===== src/rtl/hazard_stall_ctrl_if.sv =====
// Pipeline-side view of the hazard/stall controller: ID/EX decode inputs in,
// PC/IF-ID enables and ID/EX bubble/flush controls out.
interface hazard_stall_ctrl_if;
  logic [5:0]  op_id;
  logic [5:0]  func_id;
  logic [4:0]  Rs_id;
  logic [4:0]  Rt_id;
  logic [5:0]  op_ex;
  logic [5:0]  func_ex;
  logic [4:0]  Rt_ex;
  logic        MemRead_ex;
  logic        loaduse_ex;
  logic        xiaoc_ex;
  logic        branch_taken;
  logic        pc_write;
  logic        ifid_write;
  logic        loaduse;
  logic        xiaoc;
  logic        mdu_busy;
  logic [15:0] stall_cycles;
  logic        mdu_state;

  // Level-based control, no handshake: the controller drives its outputs
  // combinationally every cycle and the pipeline samples them on the
  // falling edge together with its own pipeline registers.
  modport master (
    output op_id, func_id, Rs_id, Rt_id, op_ex, func_ex, Rt_ex,
           MemRead_ex, loaduse_ex, xiaoc_ex, branch_taken,
    input  pc_write, ifid_write, loaduse, xiaoc, mdu_busy, stall_cycles,
           mdu_state
  );
  modport slave (
    input  op_id, func_id, Rs_id, Rt_id, op_ex, func_ex, Rt_ex,
           MemRead_ex, loaduse_ex, xiaoc_ex, branch_taken,
    output pc_write, ifid_write, loaduse, xiaoc, mdu_busy, stall_cycles,
           mdu_state
  );
endinterface


===== src/rtl/hazard_stall_ctrl.sv =====
// Load-use and HI/LO hazard detection with taken-branch flush for the
// five-stage MIPS pipeline, plus a saturating stall-cycle debug counter.
module hazard_stall_ctrl #(
  parameter int MULT_LAT = 4,
  parameter int DIV_LAT  = 8
) (
  input logic            clk,
  input logic            rst_n,
  hazard_stall_ctrl_if.slave bus
);
  typedef enum logic {IDLE = 1'b0, BUSY = 1'b1} mdu_state_e;

  mdu_state_e  state;
  logic [3:0]  cnt;
  logic [3:0]  cnt_next;
  logic [15:0] stall_cnt;

  logic ex_valid;
  logic uses_rt;
  logic lu_haz;
  logic mdu_ex;
  logic hilo_id;
  logic mdu_haz;
  logic stall;

  assign ex_valid = !bus.loaduse_ex && !bus.xiaoc_ex;
  assign uses_rt  = (bus.op_id == 6'b000000) || (bus.op_id == 6'b000100) ||
                    (bus.op_id == 6'b000101) || (bus.op_id == 6'b101011);
  assign lu_haz   = bus.MemRead_ex && (bus.Rt_ex != 5'd0) &&
                    ((bus.Rt_ex == bus.Rs_id) || (uses_rt && (bus.Rt_ex == bus.Rt_id)));
  // func 0110xx covers mult, multu, div, divu
  assign mdu_ex   = ex_valid && (bus.op_ex == 6'd0) && (bus.func_ex[5:2] == 4'b0110);
  assign hilo_id  = (bus.op_id == 6'd0) &&
                    ((bus.func_id[5:2] == 4'b0100) || (bus.func_id[5:2] == 4'b0110));
  assign mdu_haz  = hilo_id && (bus.mdu_busy || mdu_ex);

  // A taken branch kills the ID instruction, so it never needs to stall.
  assign stall          = !bus.branch_taken && (lu_haz || mdu_haz);
  assign bus.xiaoc      = bus.branch_taken;
  assign bus.loaduse    = stall;
  assign bus.pc_write   = !stall;
  assign bus.ifid_write = !stall;
  assign bus.mdu_busy   = (cnt != 4'd0);
  assign bus.stall_cycles = stall_cnt;
  assign bus.mdu_state  = state;

  // A new mult/div in EX reloads the countdown even if one is running.
  always_comb begin
    cnt_next = cnt;
    if (mdu_ex)
      cnt_next = bus.func_ex[1] ? 4'(DIV_LAT) : 4'(MULT_LAT);
    else if (cnt != 4'd0)
      cnt_next = cnt - 4'd1;
  end

  always_ff @(negedge clk or negedge rst_n) begin
    if (!rst_n) begin
      state     <= IDLE;
      cnt       <= 4'd0;
      stall_cnt <= 16'd0;
    end else begin
      cnt   <= cnt_next;
      state <= (cnt_next != 4'd0) ? BUSY : IDLE;
      if (stall && (stall_cnt != 16'hFFFF))
        stall_cnt <= stall_cnt + 16'd1;
    end
  end
endmodule

===== src/flat_wrapper.sv =====
// flat-port wrapper written by rule: the top's interface ports become plain ports
module hazard_stall_ctrl_flat 
#(
  parameter int MULT_LAT = 4,
  parameter int DIV_LAT  = 8
)
  (clk, rst_n, bus_op_id, bus_func_id, bus_Rs_id, bus_Rt_id, bus_op_ex, bus_func_ex, bus_Rt_ex, bus_MemRead_ex, bus_loaduse_ex, bus_xiaoc_ex, bus_branch_taken, bus_pc_write, bus_ifid_write, bus_loaduse, bus_xiaoc, bus_mdu_busy, bus_stall_cycles, bus_mdu_state);
  hazard_stall_ctrl_if bus_i ();
  input logic clk;
  input logic rst_n;
  input wire logic [$bits(bus_i.op_id)-1:0] bus_op_id;
  input wire logic [$bits(bus_i.func_id)-1:0] bus_func_id;
  input wire logic [$bits(bus_i.Rs_id)-1:0] bus_Rs_id;
  input wire logic [$bits(bus_i.Rt_id)-1:0] bus_Rt_id;
  input wire logic [$bits(bus_i.op_ex)-1:0] bus_op_ex;
  input wire logic [$bits(bus_i.func_ex)-1:0] bus_func_ex;
  input wire logic [$bits(bus_i.Rt_ex)-1:0] bus_Rt_ex;
  input wire logic [$bits(bus_i.MemRead_ex)-1:0] bus_MemRead_ex;
  input wire logic [$bits(bus_i.loaduse_ex)-1:0] bus_loaduse_ex;
  input wire logic [$bits(bus_i.xiaoc_ex)-1:0] bus_xiaoc_ex;
  input wire logic [$bits(bus_i.branch_taken)-1:0] bus_branch_taken;
  output wire logic [$bits(bus_i.pc_write)-1:0] bus_pc_write;
  output wire logic [$bits(bus_i.ifid_write)-1:0] bus_ifid_write;
  output wire logic [$bits(bus_i.loaduse)-1:0] bus_loaduse;
  output wire logic [$bits(bus_i.xiaoc)-1:0] bus_xiaoc;
  output wire logic [$bits(bus_i.mdu_busy)-1:0] bus_mdu_busy;
  output wire logic [$bits(bus_i.stall_cycles)-1:0] bus_stall_cycles;
  output wire logic [$bits(bus_i.mdu_state)-1:0] bus_mdu_state;
  assign bus_i.op_id = bus_op_id;
  assign bus_i.func_id = bus_func_id;
  assign bus_i.Rs_id = bus_Rs_id;
  assign bus_i.Rt_id = bus_Rt_id;
  assign bus_i.op_ex = bus_op_ex;
  assign bus_i.func_ex = bus_func_ex;
  assign bus_i.Rt_ex = bus_Rt_ex;
  assign bus_i.MemRead_ex = bus_MemRead_ex;
  assign bus_i.loaduse_ex = bus_loaduse_ex;
  assign bus_i.xiaoc_ex = bus_xiaoc_ex;
  assign bus_i.branch_taken = bus_branch_taken;
  assign bus_pc_write = bus_i.pc_write;
  assign bus_ifid_write = bus_i.ifid_write;
  assign bus_loaduse = bus_i.loaduse;
  assign bus_xiaoc = bus_i.xiaoc;
  assign bus_mdu_busy = bus_i.mdu_busy;
  assign bus_stall_cycles = bus_i.stall_cycles;
  assign bus_mdu_state = bus_i.mdu_state;
  hazard_stall_ctrl #(.MULT_LAT(MULT_LAT), .DIV_LAT(DIV_LAT)) u_core (.clk(clk), .rst_n(rst_n), .bus(bus_i));
endmodule

===== config.mk =====
export PLATFORM = sky130hd
export DESIGN_NAME = hazard_stall_ctrl_flat
export DESIGN_NICKNAME = d
export VERILOG_FILES = /design/src/rtl/hazard_stall_ctrl_if.sv /design/src/rtl/hazard_stall_ctrl.sv /design/src/flat_wrapper.sv
export SDC_FILE = /design/constraint.sdc
export NUM_CORES = 1
export LEC_CHECK = 0
export BUFFER_PORTS_ARGS = -buffer_cell sky130_fd_sc_hd__buf_2
export CORE_MARGIN = 2
export CORE_UTILIZATION = 45
export DETAILED_ROUTE_END_ITERATION = 6
export PLACE_DENSITY = 0.8
export SLEW_MARGIN = 20
export SYNTH_ARGS = -nofsm -noshare
export SYNTH_HDL_FRONTEND = slang
export SYNTH_SLANG_ARGS = --single-unit

===== constraint.sdc =====
create_clock -name clk -period 2.9 [get_ports clk]
set_input_delay 0.29 -clock clk [delete_from_list [all_inputs] [get_ports clk]]
set_output_delay 0.29 -clock clk [all_outputs]
set_load 0.05 [all_outputs]

# --- Word-level counts from Yosys, hierarchy flattened ---
# Index checks and enable logic that the tools add are counted.
# Widths: inputs -> output; s select.
totals:
  ff_bits: 21
  latchBits: 0
  ram_bits: 0
  romBits: 0
  output_inout_bits: 22
  wordCells: 44
  n_memories: 0
classes:
  add_sub_neg: 2
  mul: 0
  n_div: 0
  magnitude_cmp: 0
  eq_ne: 9
  n_shift: 0
  mux: 4
  bitwise_logic: 0
  reduce_logical: 26
op_table:
  columns: ["op", "n"]
  rows:
  - ["$add 16x1->16 const B", 1]
  - ["$ne 16x16->1 const B", 1]
  - ["$eq 4x3->1 const B", 3]
  - ["$eq 6x3->1 const B", 2]
  - ["$logic_not 6->1", 2]
  - ["$mux 4", 3]
  - ["$eq 5x5->1", 2]
  - ["$logic_and 1x1->1", 10]
  - ["$reduce_bool 4->1", 2]
  - ["$logic_or 1x1->1", 7]
  - ["$eq 6x6->1 const B", 1]
  - ["$reduce_bool 5->1", 1]
  - ["$logic_not 1->1", 4]
  - ["$sub 4x1->4 const B", 1]
  - ["$mux 1", 1]

# --- Logic depth before layout (Yosys ltp) ---
# Gate-level depths: netlist (run 1).
depth:
  ltp_word: 10
  mapped_depth: 10

==> metrics.csv, run 1 <==
metric,value,unit
outcome,"finished, violations left",
violated checks,setup timing,
detailed-route vias per instance,5.492,
"CTS clk-pin slew, worst paths",0.08,ns
share of total power in the clock network,13.0,%
largest net degree at the start of global routing,22,
Max rail drop VDD,0.6043,mV
gr ovfl total,0,
Diodes inserted,0,
GRT Max-Usage Layer,met2,
sw frac,36.49,%
Core Area,0.002758,mm²
Finished Layout Cells,258,
post-synthesis mux area share,4.046,%
total die area,0.003332,mm²
met2 usage,47.24,%
largest family of logic cells by synthesized area,simple AND/OR/NAND/NOR gates,
Adder-Cell Fraction of Synth Area,1.927,%
crit end category,primary output,
Die Width,57.72,µm
post-route ant nets,0,
crit path from,u_core.cnt[0],
yosys warns,0,
multi-input logic area,882.1,µm²
final wirelength,4500,µm
router iterations before antenna repair,4,
first-pass GRT wire length,6147,µm
r2r startpoint,u_core.bus.stall_cycles[0],
Cells after DPL,238,
register area share after synthesis,40.46,%
vias in the first global route,1403,
DRC Markers,0,
Worst slew margin,52.40,%
nets,275,
Setup Skew,0.006092,ns
Post-Syn Nets,181,
cell accounting for the most synthesized area,dfrtn_1,
Synth Area in Compound Gates,4.046,%
io pins,67,
CTS tree,yes,
Psw,0.3973,mW
Gate power share,52.7,%
DR iter-0 viols,43,
Setup WS pre-CTS,-0.7309,ns
Slew @ Worst Pin,0.7114,ns
critical path data required time,2.61,ns
GR Util met1,25.04,%
share of layout cells above drive strength 1,55.51,%
endpoints failing hold,0,
Die H,57.72,µm
XOR/XNOR share of the synthesized area,16.18,%
met3 usage,2.455,%
synthesized instance count,134,
Worst Path Max Fanout,4,
Cell Rows,19,
effective utilization at floorplan,47.10,%
sequential power share,34.2,%
H-tree levels,1,
Power Dens Cells,500.9,mW/mm²
Synth Area in Simple Gates,29.00,%
unique cell type count in the Yosys netlist,31,
Detail Placement HPWL,2748,µm
max_cap viols,0,
RSZ-0062 raised after global routing,true,
Setup CP Type,reg2out,
crit path DAT,3.47,ns
Int Power,0.6914,mW
endpoints failing setup,20,
top post-synthesis cells by area,"dfrtn_1, xor2_1, xnor2_1, nor3_1, nand2_1",
total global-route track usage,24.07,%
Max Slew Vio Count,0,
number of CTS-inserted buffers,3,
fillers,172,
leakage power total,1.084,nW
Final Power,1.089,mW
initial antenna violation count,0,
clock buffer depth,2,
CTS Hold Bufs,0,
buffer type at the clock tree root,clkbuf_4,
Mapped Avg Cell Area,9.692,µm²
Synth Register Bits,21,
cell area after synthesis,0.001299,mm²
synthesis-to-finish area growth,67.34,%
Hold Startpoint,u_core.bus.stall_cycles[13],
gpl congestion,0.8621,
setup ws final,-0.8624,ns
vias post-DR,1417,
Hold Path Class,reg2reg,
Port Buffers,62,
top cell type's share of synthesized area,40.46,%
DR WL/cell,17.44,µm
crit path launch type,flip-flop,
clock latency on the worst-skew pair,0.30,ns
TritonCTS Sinks,21,
register area,525.5,µm²
logic make-up (layout without fill, tap and decap cells):
kind of cell,count (synthesis),in the layout
xor+xnor,24,24
flops,21,21
buf+inv,11,104
mux,5,5
fa+ha+maj,2,2
simple gates,64,64
compound gates,7,7
worst max-delay path, stage by stage, from the launching register on:
cell	delay (ns)
dfrtn_1	0.36
inv_2	0.08
ha_4	0.13
or3b_4	0.39
inv_2	0.06
a21oi_2	0.06
nor3_4	0.17
buf_12	0.13
buf_12	0.11
clkinvlp_4	0.08
buf_6	0.15
repair_timing:
action                     in CTS  in global routing
gates resized for setup        22                 25
cloned                          0                  1
setup buffers                   8                  8
setup endpoints to repair      20                 22
pin swaps                       2                  8
power groups by stage:
stage               Combinational, mW  Sequential (mW)  Clock [mW]
finish                          0.574            0.373       0.142
CTS                             0.524            0.371       0.144
global placement                0.415            0.373           0
floorplan                       0.225            0.431           0
detailed placement              0.440            0.376           0
global route                    0.616            0.377       0.160
layout make-up:
type / count / area share, %
Clock buffer: 3 / 1.036
Clock inverter: 1 / 0.2303
Inverter: 6 / 1.209
Multi-Input combinational cell: 102 / 40.59
Sequential cell: 21 / 24.18
Tap cell: 31 / 1.785
Timing Repair Buffer: 94 / 30.97
cell usage in the layout (no fill, tap or decap), drive strengths merged, types with 6 or more instances in the layout:
cell,synthesis,layout
xor2,15,15
nand2,12,12
xnor2,9,9
nor4,8,8
dfrtn,21,21
buf,3,91
nor3,10,10
nor2,9,9
clkbuf,2,6
state kept, by name (all words and copies together), names as in the netlist:
| register | flops |
|---|---|
| u_core.bus.mdu_state | 1 |
| u_core.bus.stall_cycles | 16 |
| u_core.cnt | 4 |
synth_stat cells:
cell type and instances:
mux2i_1 3, nor4_1 6, a21oi_1 3, nor4b_1 4, buf_6 1, nor3_4 1, nor4b_2 1, a32oi_1 1
nand3_1 4, nor2b_1 5, or2_2 2, xor2_1 15, ha_1 2, dfrtn_1 21, and2_1 1, or3b_1 1
o211a_1 1, clkbuf_1 2, buf_4 2, nor2_1 9, nand4_1 5, nand2_1 12, o32a_1 1, o21ai_2 1
mux2_1 2, nor4_2 2, nor3_1 9, xnor2_1 9, or4_1 1, and3_1 1, inv_1 6
through the flow:
step | setup TNS [ns] | util [%] | hold WS [ns] | area [µm²]
global route | -13.53 | 78.81 | 0.4840 | 2173
global placement | -10.94 | 64.52 | 0.4344 | 1779
CTS | -10.69 | 71.51 | 0.4639 | 1972
finish | -12.76 | 78.81 | 0.4603 | 2173
floorplan | -9.993 | - | 0.4630 | 1341
detailed placement | -11.95 | 64.52 | 0.4557 | 1779
routing by layer:
| layer | part of all wire, % | routed length, µm |
|---|---|---|
| met5 | 0 | 0 |
| met4 | 4.0 | 180 |
| met3 | 5.2 | 236 |
| met2 | 54 | 2423 |
| met1 | 37 | 1660 |
final timing paths:
kind | to | slack [ns] | cells after the start
setup / recovery | bus_loaduse | -0.86 | 10
hold / removal | u_core.bus.stall_cycles[13] | 0.46 | 1
setup reg to reg | u_core.bus.stall_cycles[14] | 0.34 | 8
hold reg to reg | u_core.bus.stall_cycles[13] | 0.46 | 1
max in group asynchronous | u_core.bus.stall_cycles[6] | 1.29 | 1
min in group asynchronous | u_core.bus.stall_cycles[10] | 1.26 | 1
No activity file was read; power rests on OpenSTA's default activity.
==> run 2: changes to the inputs <==
BUFFER_PORTS_ARGS = -buffer_cell sky130_fd_sc_hd__buf_4   (was -buffer_cell sky130_fd_sc_hd__buf_2)
CAP_MARGIN = 10   (was default)
==> metrics.csv, run 2 (synthesis gave the netlist of run 1 again) <==
metric,value,unit,change
crit-path cells,inv_2 > ha_4 > or3b_4 > inv_2 > a21oi_2 > nor3_4 > buf_6 > clkinvlp_4 > buf_6,,
clock latency on the worst-skew pair,0.30,ns,about the same
"commonest non-fill, non-tap cells in the layout","buf_4, dfrtn_1, xor2_1",,
crit path DAT,3.33,ns,-0.14 ns
outcome,"finished, violations left",,
Util after Layout,79.36,%,+0.54 points
largest net degree at the start of global routing,22,,unchanged
DRC Markers,0,,unchanged
DR WL/cell,13.96,µm,-20%
Detail Placement HPWL,2471,µm,-10%
clock buffer depth,2,,unchanged
leakage power total,1.084,nW,about the same
Max rail drop VDD,0.5143,mV,-15%
crit-path max cell delay,0.38,ns,about the same
Setup CP Type,reg2out,,
Hold Path Class,reg2reg,,
"most common cell after layout, fill and taps aside",buf_4,,
Psw,0.3802,mW,-4.3%
Die Width,57.72,µm,unchanged
nets,270,,-1.8%
total global-route track usage,20.61,%,-3.5 points
r2r worst-path depth,8,,unchanged
Core Area,0.002758,mm²,unchanged
TritonCTS Sinks,21,,unchanged
fillers,157,,-8.7%
initial antenna violation count,0,,unchanged
CTS tree,yes,,
gpl congestion,0.8041,,-6.7%
io pins,67,,unchanged
Worst Path Max Fanout,5,,+1
Setup WS pre-CTS,-0.6939,ns,+0.03701 ns
max_cap viols,0,,unchanged
buffer type at the clock tree root,clkbuf_4,,
Power Dens Cells,494.7,mW/mm²,-1.3%
Max Slew Vio Count,0,,unchanged
H-tree levels,1,,unchanged
share of layout cells above drive strength 1,54.50,%,-1.0 points
crit end category,primary output,,
endpoints failing setup,20,,unchanged
CP max-delay cell,or3b_4,,
violated checks,setup timing,,
Port Buffers,62,,unchanged
synthesis-to-finish area growth,68.50,%,
worst path bufs/invs,5,,-1
critical path depth,9,,-1
router iterations before antenna repair,4,,unchanged
Int Power,0.7023,mW,+1.6%
vias post-DR,1333,,-5.9%
hold depth,1,,unchanged
Diodes inserted,0,,unchanged
Min Hold Slack,0.4538,ns,-0.006457 ns
Cell Rows,19,,unchanged
number of CTS-inserted buffers,3,,unchanged
first-pass GRT wire length,5492,µm,-11%
Slew @ Worst Pin,0.8114,ns,+0.1000 ns
sw frac,35.13,%,-1.4 points
Largest register FFs,16,,unchanged
sequential power share,34.5,%,+0.3 points
"CTS clk-pin slew, worst paths",0.08,ns,about the same
endpoints failing hold,0,,unchanged
effective utilization at floorplan,47.10,%,unchanged
DR iter-0 viols,26,,-40%
CP top delay family,simple AND/OR/NAND/NOR gates,,
critical path data required time,2.61,ns,about the same
setup ws final,-0.7223,ns,+0.1402 ns
crit path launch type,flip-flop,,
Setup Skew,0.009202,ns,+0.003110 ns
Worst slew margin,45.71,%,-6.7 points
RSZ-0062 raised after global routing,true,,
Die H,57.72,µm,unchanged
final wirelength,3533,µm,-21%
gr ovfl total,0,,unchanged
Gate power share,52.6,%,about the same
vias in the first global route,1311,,-6.6%
share of total power in the clock network,12.9,%,about the same
total die area,0.003332,mm²,unchanged
post-route ant nets,0,,unchanged
detailed-route vias per instance,5.269,,-4.1%
## run 2: changes by cell type in the layout (fill, tap and decap cells not counted), sizes merged
cell,change
buf,-2
clkbuf,-3
## run 2: worst paths after layout
path,end,from,slack (ns)
worst max-delay path,bus_loaduse,u_core.cnt[0],-0.72
worst min-delay path,u_core.bus.stall_cycles[10],u_core.bus.stall_cycles[10],0.45
worst max register to register,u_core.bus.stall_cycles[7],u_core.bus.stall_cycles[0],0.30
worst min register to register,u_core.bus.stall_cycles[10],u_core.bus.stall_cycles[10],0.45
max in group asynchronous,u_core.bus.stall_cycles[6],rst_n,1.46
min in group asynchronous,u_core.bus.mdu_state,rst_n,1.18
## run 2: layout make-up
class | count | area, µm² | area share (%)
multi-input cells | 102 | 853.3 | 38.99
repair buffers | 89 | 716.9 | 32.76
flip-flops and latches | 21 | 525.5 | 24.01
well taps | 31 | 38.79 | 1.772
inverters | 6 | 26.28 | 1.201
clock buffers | 3 | 22.52 | 1.029
clock inverters | 1 | 5.005 | 0.2287
## run 2: what timing repair did
| action | in CTS | in global routing |
|---|---|---|
| setup endpoints to repair | 20 | 20 |
| hold buffers | 0 | 0 |
| resized for setup | 8 | 27 |
| pin swaps | 1 | 11 |
| setup buffers | 7 | 4 |
## run 2: routing by layer
layer	track usage (%)	share of wire (%)
met5	0	0
met4	7.973	1.5
met3	3.348	4.3
met2	37.18	54
met1	24.42	40
## run 2: power groups by stage
| stage | Sequential [mW] | Clock [mW] | Combinational [mW] |
|---|---|---|---|
| after floorplan | 0.431 | 0 | 0.225 |
| after global placement | 0.374 | 0 | 0.445 |
| after detailed placement | 0.377 | 0 | 0.469 |
| after CTS | 0.372 | 0.146 | 0.536 |
| after global routing | 0.377 | 0.158 | 0.621 |
| final | 0.374 | 0.140 | 0.569 |
## run 2: through the flow
| stage | area, µm² | TNS [ns] | power (mW) | std cells |
|---|---|---|---|---|
| floorplan | 1341 | -9.993 | 0.6560 | 134 |
| global placement | 1917 | -11.43 | 0.8194 | 239 |
| detailed placement | 1917 | -12.18 | 0.8458 | 239 |
| CTS | 2026 | -8.456 | 1.054 | 250 |
| global route | 2188 | -10.28 | 1.157 | 253 |
| finish | 2188 | -9.066 | 1.083 | 253 |
==> run 3: changes to the inputs <==
HOLD_SLACK_MARGIN = 0.15   (was default)
SKIP_CTS_REPAIR_TIMING = 1   (was default)
==> metrics.csv, run 3 (synthesis gave the netlist of run 1 again) <==
metric,value,unit,change
crit end category,flip-flop,,
vias in the first global route,1265,,-3.5%
Psw,0.3796,mW,-0.16%
r2r setup slk,0.27,ns,-0.03 ns
gpl congestion,0.8041,,unchanged
Detail Placement HPWL,2471,µm,unchanged
nets,273,,+1.1%
Max rail drop VDD,0.5325,mV,+3.5%
gr ovfl total,0,,unchanged
vias post-DR,1355,,+1.7%
Setup CP Type,in2reg,,
max_cap viols,0,,unchanged
Cells after DPL,239,,unchanged
crit path DAT,2.43,ns,-0.90 ns
first-pass GRT wire length,5313,µm,-3.3%
clock latency on the worst-skew pair,0.30,ns,about the same
"CTS clk-pin slew, worst paths",0.09,ns,about the same
Core Area,0.002758,mm²,unchanged
crit path launch type,primary input,,
hold endpoint,u_core.bus.stall_cycles[12],,
Int Power,0.6722,mW,-4.3%
sequential power share,35.4,%,+0.9 points
initial antenna violation count,0,,unchanged
critical path data required time,1.60,ns,-1.01 ns
Worst R2R End,u_core.bus.stall_cycles[7],,
Diodes inserted,0,,unchanged
Worst slew margin,46.92,%,+1.2 points
Finished Layout Cells,256,,+1.2%
Die H,57.72,µm,unchanged
detailed-route vias per instance,5.293,,+0.46%
post-route ant nets,0,,unchanged
final wirelength,3978,µm,+13%
router iterations before antenna repair,4,,unchanged
TritonCTS Sinks,21,,unchanged
io pins,67,,unchanged
Setup Skew,0.009675,ns,+0.0004728 ns
Worst Path Max Fanout,7,,+2
r2r startpoint,u_core.bus.stall_cycles[0],,
largest net degree at the start of global routing,22,,unchanged
Die Width,57.72,µm,unchanged
"commonest non-fill, non-tap cells in the layout","buf_4, dfrtn_1, xor2_1",,
share of layout cells above drive strength 1,57.78,%,+3.3 points
endpoints failing setup,20,,unchanged
share of total power in the clock network,13.7,%,+0.8 points
total die area,0.003332,mm²,unchanged
"most common cell after layout, fill and taps aside",buf_4,,
synthesis-to-finish area growth,75.72,%,
buffer type at the clock tree root,clkbuf_4,,
Hold Path Class,reg2reg,,
effective utilization at floorplan,47.10,%,unchanged
Largest register FFs,16,,unchanged
violated checks,setup timing,,
total global-route track usage,19.96,%,-0.65 points
Max Slew Vio Count,0,,unchanged
Final Power,1.052,mW,-2.8%
H-tree levels,1,,unchanged
endpoints failing hold,0,,unchanged
setup ws final,-0.8352,ns,-0.1129 ns
Util after Layout,82.76,%,+3.4 points
DRC Markers,0,,unchanged
leakage power total,1.116,nW,+2.9%
DR iter-0 viols,34,,+31%
r2r worst-path depth,8,,unchanged
sw frac,36.09,%,+0.97 points
clock buffer depth,2,,unchanged
Power Dens Cells,460.9,mW/mm²,-6.8%
Hold Startpoint,u_core.bus.stall_cycles[12],,
number of CTS-inserted buffers,3,,unchanged
Cell Rows,19,,unchanged
CTS tree,yes,,
DR WL/cell,15.54,µm,+11%
Gate power share,50.9,%,-1.7 points
Port Buffers,62,,unchanged
outcome,"finished, violations left",,
hold depth,1,,unchanged
RSZ-0062 raised after global routing,true,,
Slew @ Worst Pin,0.7933,ns,-0.01815 ns
## run 3: layout make-up
type	instances	area (µm²)
Clock buffer	3	22.52
Clock inverter	1	5.005
Fill cell	141	475.5
Inverter	6	26.28
Multi-Input combinational cell	102	913.4
Sequential cell	21	525.5
Tap cell	31	38.79
Timing Repair Buffer	92	750.7
## run 3: per-layer routing
metal / vias to the layer above / share of wire [%] / global-route usage (%)
met4: 0 / 3.5 / 7.973
met1: 643 / 39 / 23.59
li1: 651 / - / -
met5: - / 0 / 0
met3: 14 / 4.8 / 3.348
met2: 47 / 52 / 35.88
## run 3: how the worst max path moves through the flow
stage,to,startpoint,cells after the start
floorplan,bus_loaduse,u_core.cnt[0],9
global placement,u_core.bus.stall_cycles[12],bus_Rt_ex[0],8
detailed placement,u_core.bus.stall_cycles[10],bus_Rt_ex[0],8
CTS,bus_loaduse,u_core.cnt[1],9
global route,u_core.bus.stall_cycles[13],bus_Rt_ex[1],14
finish,u_core.bus.stall_cycles[13],bus_Rt_ex[1],14
## run 3: metrics by stage
stage	hold WS [ns]	area, µm²	TNS, ns	setup slack (ns)
floorplan	0.4630	1341	-9.993	-0.7992
global placement	0.4370	1917	-11.43	-0.6495
detailed placement	0.4537	1917	-12.18	-0.6939
CTS	0.4560	1944	-8.462	-0.9649
global route	0.4782	2282	-12.58	-0.9255
finish	0.4411	2282	-11.35	-0.8352
## run 3: worst max-delay path, cell delays in order
cell     delay, ns
buf_4         0.13
xnor2_1       0.19
nand3_1       0.18
nor4_4        0.35
nor3_4        0.09
buf_6         0.15
buf_4         0.13
buf_6         0.11
buf_6         0.10
buf_6         0.10
buf_6         0.11
buf_6         0.12
nor4_2        0.29
xor2_1        0.10
## run 3: power groups by stage
stage / registers, mW / clock network [mW] / logic (mW)
after global routing: 0.376 / 0.161 / 0.584
after CTS: 0.371 / 0.146 / 0.471
final: 0.373 / 0.144 / 0.536
after floorplan: 0.431 / 0 / 0.225
after detailed placement: 0.377 / 0 / 0.469
after global placement: 0.374 / 0 / 0.445
